==> src/rtl/fxp_pkg.sv <==
// Shared defaults, FSM state type and op encodings for the fixed-point op arbiter.
// Overflow handling is selected with FXP_SAT_EN (see fxp_alu).
package fxp_pkg;

    localparam int unsigned DEF_DATA_W = 32;
    localparam int unsigned DEF_FRAC_W = 16;

    localparam logic OP_ADD = 1'b0;
    localparam logic OP_MUL = 1'b1;

    typedef enum logic [1:0] {
        IDLE = 2'd0,
        EXEC = 2'd1,
        RESP = 2'd2
    } state_t;

endpackage

==> src/rtl/fxp_alu.sv <==
// Combinational fixed-point add / multiply with wrap or clamp on overflow.
// Define FXP_SAT_EN to clamp out-of-range results instead of wrapping.
module fxp_alu
    import fxp_pkg::*;
#(
    parameter int unsigned DATA_W = DEF_DATA_W,
    parameter int unsigned FRAC_W = DEF_FRAC_W
) (
    input  logic signed [DATA_W-1:0] din_1,
    input  logic signed [DATA_W-1:0] din_2,
    input  logic                     sel,
    output logic        [DATA_W-1:0] dout
);

    localparam int unsigned WW = 2 * DATA_W;

    logic signed [DATA_W:0]   sum_w;
    logic signed [WW-1:0]     prod_w;

    // Full-precision sum and product; the product is exact in 2*DATA_W bits.
    always_comb begin
        sum_w  = (DATA_W + 1)'(din_1) + (DATA_W + 1)'(din_2);
        prod_w = WW'(din_1) * WW'(din_2);
    end

`ifdef FXP_SAT_EN
    localparam logic signed [WW-1:0] SAT_MAX = WW'({1'b0, {(DATA_W - 1){1'b1}}});
    localparam logic signed [WW-1:0] SAT_MIN = ~SAT_MAX;

    logic signed [WW-1:0] res_w;

    always_comb begin
        res_w = (sel == OP_MUL) ? (prod_w >>> FRAC_W) : WW'(sum_w);
        if (res_w > SAT_MAX) begin
            dout = DATA_W'(SAT_MAX);
        end else if (res_w < SAT_MIN) begin
            dout = DATA_W'(SAT_MIN);
        end else begin
            dout = DATA_W'(res_w);
        end
    end
`else
    // Two's-complement wrap: keep only the low DATA_W bits.
    always_comb begin
        dout = (sel == OP_MUL) ? DATA_W'(prod_w >>> FRAC_W) : DATA_W'(sum_w);
    end
`endif

endmodule

==> src/rtl/fxp_op_arbiter.sv <==
// Two-requester round-robin arbiter feeding a shared fixed-point add/multiply unit.
// Overflow mode follows FXP_SAT_EN inside fxp_alu.
module fxp_op_arbiter
    import fxp_pkg::*;
#(
    parameter int unsigned DATA_W = DEF_DATA_W,
    parameter int unsigned FRAC_W = DEF_FRAC_W
) (
    input  logic                     i_clk,
    input  logic                     i_rst,
    input  logic                     i_req0_valid,
    input  logic                     i_req1_valid,
    output logic                     o_req0_ready,
    output logic                     o_req1_ready,
    input  logic signed [DATA_W-1:0] i_req0_din_1,
    input  logic signed [DATA_W-1:0] i_req0_din_2,
    input  logic signed [DATA_W-1:0] i_req1_din_1,
    input  logic signed [DATA_W-1:0] i_req1_din_2,
    input  logic                     i_req0_sel,
    input  logic                     i_req1_sel,
    output logic                     o_rsp_valid,
    input  logic                     i_rsp_ready,
    output logic                     o_rsp_id,
    output logic signed [DATA_W-1:0] o_dout
);

    state_t             state;
    state_t             state_nxt;
    logic               last_grant;
    logic               grant_id;
    logic               any_valid;
    logic               accept;
    logic [DATA_W-1:0]  a_q;
    logic [DATA_W-1:0]  b_q;
    logic               sel_q;
    logic               id_q;
    logic [DATA_W-1:0]  alu_dout;

    // Round-robin pick: on a tie the requester not granted last wins.
    always_comb begin
        any_valid = i_req0_valid | i_req1_valid;
        grant_id  = 1'b0;
        if (i_req0_valid && i_req1_valid) begin
            grant_id = ~last_grant;
        end else if (i_req1_valid) begin
            grant_id = 1'b1;
        end
        accept = (state == IDLE) && any_valid && !i_rst;
    end

    always_ff @(posedge i_clk) begin
        if (i_rst) begin
            state <= IDLE;
        end else begin
            state <= state_nxt;
        end
    end

    always_comb begin
        state_nxt = state;
        case (state)
            IDLE:    if (any_valid)   state_nxt = EXEC;
            EXEC:                     state_nxt = RESP;
            RESP:    if (i_rsp_ready) state_nxt = IDLE;
            default:                  state_nxt = IDLE;
        endcase
    end

    // Ready is the grant strobe itself, so it is only ever high for one cycle.
    always_comb begin
        o_req0_ready = 1'b0;
        o_req1_ready = 1'b0;
        if (accept) begin
            o_req0_ready = ~grant_id;
            o_req1_ready = grant_id;
        end
    end

    always_ff @(posedge i_clk) begin
        if (i_rst) begin
            last_grant  <= 1'b1;
            a_q         <= '0;
            b_q         <= '0;
            sel_q       <= OP_ADD;
            id_q        <= 1'b0;
            o_dout      <= '0;
            o_rsp_valid <= 1'b0;
            o_rsp_id    <= 1'b0;
        end else begin
            if (accept) begin
                last_grant <= grant_id;
                id_q       <= grant_id;
                a_q        <= grant_id ? i_req1_din_1 : i_req0_din_1;
                b_q        <= grant_id ? i_req1_din_2 : i_req0_din_2;
                sel_q      <= grant_id ? i_req1_sel   : i_req0_sel;
            end
            if (state == EXEC) begin
                o_dout      <= alu_dout;
                o_rsp_valid <= 1'b1;
                o_rsp_id    <= id_q;
            end else if (state == RESP && i_rsp_ready) begin
                o_rsp_valid <= 1'b0;
            end
        end
    end

    fxp_alu #(
        .DATA_W (DATA_W),
        .FRAC_W (FRAC_W)
    ) u_alu (
        .din_1 (a_q),
        .din_2 (b_q),
        .sel   (sel_q),
        .dout  (alu_dout)
    );

endmodule

==> config.mk <==
export PLATFORM = sky130hd
export DESIGN_NAME = fxp_op_arbiter
export DESIGN_NICKNAME = d
export VERILOG_FILES = /design/src/rtl/fxp_pkg.sv /design/src/rtl/fxp_alu.sv /design/src/rtl/fxp_op_arbiter.sv
export SDC_FILE = /design/constraint.sdc
export NUM_CORES = 2
export LEC_CHECK = 0
export BUFFER_PORTS_ARGS = -buffer_cell sky130_fd_sc_hd__buf_2
export CORE_ASPECT_RATIO = 0.75
export CORE_UTILIZATION = 65
export DETAILED_ROUTE_END_ITERATION = 8
export PLACE_DENSITY = 0.94
export SETUP_SLACK_MARGIN = 0.3
export SLEW_MARGIN = 30
export SYNTH_ARGS = -nofsm -noshare
export SYNTH_HDL_FRONTEND = slang
export SYNTH_HIERARCHICAL = 1
export SYNTH_SLANG_ARGS = --single-unit
export TNS_END_PERCENT = 5
==> constraint.sdc <==
create_clock -name i_clk -period 21.3 [get_ports i_clk]
set_input_delay 2.13 -clock i_clk [delete_from_list [all_inputs] [get_ports i_clk]]
set_output_delay 2.13 -clock i_clk [all_outputs]
set_load 0.03 [all_outputs]
---- Word-level counts from Yosys, hierarchy flattened ----
Cells that the tools add are included.
word-level totals
  output and inout port bits .............. 36
  flip-flop bits (word level) ............. 103
  word-level logic and storage cells ...... 39
  input port bits ......................... 135
operators by class
  add/subtract/negate cells ............... 1
  reduce and logical (&&, ||, !) cells .... 8
  mux-type cells .......................... 13
  multiply operators ...................... 1
  bitwise operators ....................... 3
  equality and inequality tests ........... 4
operators with widths
  kind                count
  $mux 32             3
  $mul 32x32->48      1
  $add 32x32->32      1
  $mux 1              7
  $pmux 2 s3          1
  $logic_and 1x1->1   4
  $mux 2              2
  $ne 2x2->1 const B  2
  $eq 2x1->1 const B  1
  $eq 2x2->1 const B  1
  $logic_not 2->1     1
  $not 1->1           2
  $reduce_and 2->1    1
  $reduce_bool 2->1   1
  $logic_not 1->1     1
  $or 1x1->1          1

---- Logic depth before layout (Yosys ltp) ----
  word-level depth ........................ 4
  depth in mapped cells ................... 29
  gate-level depth less buffers ........... 28

---- Modules after synthesis ----
The synthesis kept the hierarchy.
by module, submodules not included
  module          area an instance (µm²)  instances  cells each
  fxp_alu         30066.3                 1          3309
  fxp_op_arbiter  4419.2                  1          540

---- Least setup slack after synthesis ----
No wires, ideal clock.
  kind .................................... flip-flop to flip-flop
  start point ............................. register a_q[31]
  end point ............................... register o_dout[31]
  path buffers ............................ 2
  data arrival time ....................... 7280 ps
  cell stages (with the launch flop) ...... 28
  slack ................................... 13888 ps
  required time ........................... 21168 ps
  period minus slack after synthesis ...... 7412 ps
  setup time .............................. 132 ps
  path through ............................ dfxtp_1 > clkbuf_1 > clkbuf_1 > nand2_1 > inv_1 > fa_1 > fa_1 > fa_1 > inv_1 > fa_1 > inv_1 > fa_1 > fa_1 > fa_1 > fa_1 > ha_1 > a21oi_1 > o21bai_1 > a2111oi_0 > o41ai_1 > or3_1 > nor3_1 > nor2_1 > a21oi_1 > xnor2_1 > mux2i_1 > nand2_1 > a21oi_1
on the way
  cells in the longest elaborated chain, start to end .. 2
  elaborated cells on any way between the ends .. 3
RTL lines
  element                                           RTL line                      RTL
  from (decl)                                       fxp_op_arbiter.sv:33          logic [DATA_W-1:0] a_q;
  from (signal assigned)                            fxp_op_arbiter.sv:93          a_q <= grant_id ? i_req1_din_1 : i_req0_din_1;
  $mul 32x32->48 or $add 32x32->32 (tied branches)  fxp_alu.sv:23, fxp_alu.sv:22
  $mux 32 *                                         fxp_alu.sv:45                 dout = (sel == OP_MUL) ? DATA_W'(prod_w >>> FRAC_W) : DATA_W'(sum_w);
  named net alu_dout[31]                            fxp_op_arbiter.sv:37          logic [DATA_W-1:0] alu_dout;
  to (signal assigned)                              fxp_op_arbiter.sv:98          o_dout <= alu_dout;
  to (decl)                                         fxp_op_arbiter.sv:24          output logic signed [DATA_W-1:0] o_dout
Mark *: on every way through the listed nets, which the timed path passes. The rest lies on a longest branch.
A chain may end at the register's enable or synchronous reset.

---- Worst setup path in the final report ----
  start point ............................. register a_q[4]
  end point ............................... register o_dout[29]
The elaborated chain is that of the path after synthesis.

==> impl_metrics.json <==
{
  "placed_cell_area_sq_mm": 0.0358,
  "tightest_slew_ps": 1090,
  "hold_violations": 0,
  "layout_common_cells": "inv_1 (850), fa_1 (839), nand2_1 (546)",
  "layout-drive-gt1-share_pct": 7.44,
  "drc": 23,
  "ys_warn_count": 6,
  "min-delay-start": "o_rsp_id",
  "synth_area_sq_mm": 0.0345,
  "core_sq_mm": 0.0520,
  "synth_seq_cells": 103,
  "setup-tns-final_ps": 0,
  "ant_nets": 0,
  "final_common_cell": "inv_1",
  "synthFlopType": "dfxtp_1",
  "nNetsFinal": 5036,
  "area_delta_synth_final_pct": 4.65,
  "synth_top_area_share_pct": 48.7,
  "final.min_clock_period_ps": 8550,
  "worst_ep_required_time_ps": 21610,
  "slew_viol_final": 0,
  "die_x_um": 268,
  "power.leakage_uw": 0.0177,
  "clkLatencyLatePin_ps": 390,
  "post-cts-setup-buffer-count": 0,
  "skew_ps": 14.0,
  "drv_cap": 0,
  "async_flop_share_pct": 0,
  "clk_pin_slew_worst_paths_ps": 80,
  "grt_max_degree": 110,
  "drt_first_pass_iters": 9,
  "r2r_start": "a_q[4]",
  "cts_sinks": 103,
  "dp_hpwl_mm": 82.1,
  "path_class": "reg -> reg",
  "clockBufferDepth": 2,
  "ir_drop_mv": 0.0652,
  "final_area_sq_mm": 0.0361,
  "endpoint": "o_dout[29]",
  "synthCells": 3849,
  "max_stage_delay_ps": 580,
  "fin_ws_ps": 12750,
  "die_area_sq_mm": 0.0540,
  "fin_crit_sh_pct": 40.1,
  "die_h_um": 201,
  "startpoint": "a_q[4]",
  "min_path_type": "reg -> reg",
  "avgRoutedWirePerCell_um": 24.1,
  "violations": "design-rule violations",
  "whs_ps": 457,
  "yosysUniqueCellTypes": 72,
  "hold_buffers": 0,
  "powerDensity_mw_per_mm2": 62.1,
  "drt_wl_total_mm": 110,
  "htree_levels": 3,
  "crit_buf_inv": 7,
  "rrSetupSlack_ps": 12750,
  "reg2reg_to": "o_dout[29]",
  "cts_buffers": 9,
  "via_count": 29400,
  "rsz0062_at_grt": "false",
  "max_freq_mhz": 117,
  "crit_arrival_ps": 8860,
  "port_buffers": 170,
  "gr-total-overflow": 0,
  "grt_first_pass_wirelength_mm": 169,
  "start_kind": "register",
  "run_status": "finished, violations left",
  "place.gp.congestion": 1.06,
  "cts-root-buf": "clkbuf_16",
  "synth_edf_count": 0,
  "antenna_found_initial": 5,
  "synthTopCellsByArea": "fa_1 (49%), inv_1 (9.3%), and2_1 (7.5%)",
  "yosysSeqAreaShare_pct": 5.98,
  "rr_worst_depth": 29,
  "cp-end-kind": "register",
  "setup_viol": 0,
  "num_rows": 72,
  "cp_top_family": "adder cells",
  "cpMaxStageDelayCell": "dfxtp_1",
  "post_synth.cell_area_avg_sq_um": 8.96,
  "synth_nets": 5017,
  "cts_tree": "built",
  "crit_fanout": 23,
  "cp_num_cells": 29,
  "grt_pass1_vias": 31400,
  "via_per_inst": 6.42,
  "ios": 171,
  "place_ws_ps": 12930,
  "cts_resized": 0,
  "drt_iter0_markers": 4531,
  "relSlewSlack_pct": 27.5,
  "yosysTopAreaCell": "fa_1",
  "initial_utilization_pct": 66.3,
  "grt_usage_pct": 41.5
}
metrics by stage:
| stage | utilization [%] | total power (uW) | std cells |
|---|---|---|---|
| floorplan | - | 1440 | 3849 |
| global placement | 68.8 | 1850 | 4560 |
| detailed placement | 68.8 | 1950 | 4560 |
| CTS | 69.4 | 2140 | 4576 |
| global route | 69.4 | 2360 | 4577 |
| finish | 69.4 | 2240 | 4578 |
cell usage after synthesis, types with 3 or more instances:
library cell,count
a21o_1,26
and3_1,6
and4_1,3
a21oi_1,93
nand4_1,70
fa_1,839
o21ai_0,53
and2_1,413
nor2b_1,15
nand2b_1,13
buf_6,6
a211o_1,8
buf_2,26
o31ai_1,3
xor2_1,30
or2_2,5
inv_1,850
o21a_1,7
mux2i_1,5
or3_1,7
a211oi_1,8
nor3_1,19
xnor2_1,67
a31oi_1,10
nor2_1,41
nand3_1,76
o211ai_1,58
clkbuf_1,192
nand2_1,546
ha_1,194
o211ai_2,4
dfxtp_1,103
where the power goes:
group	switching [uW]	internal, uW
Combinational	1140	683
Clock	90.9	84.6
Sequential	31.4	214
Total	1260	982
layer usage:
| metal | share of wire (%) | vias up | wire [um] | track usage, % |
|---|---|---|---|---|
| li1 | - | 11500 | - | - |
| met1 | 33 | 14100 | 36900 | 50.8 |
| met2 | 41 | 3114 | 45100 | 59.0 |
| met3 | 19 | 729 | 21300 | 21.7 |
| met4 | 6.2 | 8 | 6870 | 22.4 |
| met5 | 0.066 | - | 73 | 0.270 |
worst min-delay path by stage:
stage                            end  slack, ps  depth (start not counted)
after floorplan             o_rsp_id        430                          2
after global placement     o_dout[8]        440                          2
after detailed placement  o_dout[12]        440                          2
after CTS                   o_rsp_id        460                          2
after global routing      o_dout[16]        480                          2
final                       o_rsp_id        460                          2
cell type report:
type                            count  area (sq um)
Inverter                          850          3190
Antenna cell                        2          5.00
Clock buffer                       10           239
Sequential cell                   103          2070
Fill cell                        3279         15900
Multi-Input combinational cell   2668         28300
Clock inverter                      6          52.6
Tap cell                          703           880
Timing Repair Buffer              236          1350
logic make-up (layout without fill, tap and decap cells):
| logic type | Yosys count | after routing | synth area share (%) |
|---|---|---|---|
| other cells | 0 | 2 | 0 |
| xor+xnor | 97 | 97 | 2.46 |
| fa+ha+maj | 1033 | 1033 | 55.7 |
| compound gates | 305 | 305 | 5.87 |
| buf+inv | 1078 | 1102 | 12.0 |
| flops | 103 | 103 | 5.98 |
| simple gates | 1226 | 1226 | 17.7 |
| mux | 7 | 7 | 0.210 |
worst reg2reg max path, delay by kind of cell, from the launching register on:
kind	cells	cell delay, ps
fa+ha+maj	10	4130
buf+inv	7	850
simple gates	3	620
flops	1	580
compound gates	8	2180
xor+xnor	1	120
flip-flops by register name, summed over array words and instances (netlist names), 2 cells and up:
signal / cells
state: 2
o_dout: 32
a_q: 32
b_q: 32
Note: power is estimated with default switching activity, not from simulation.
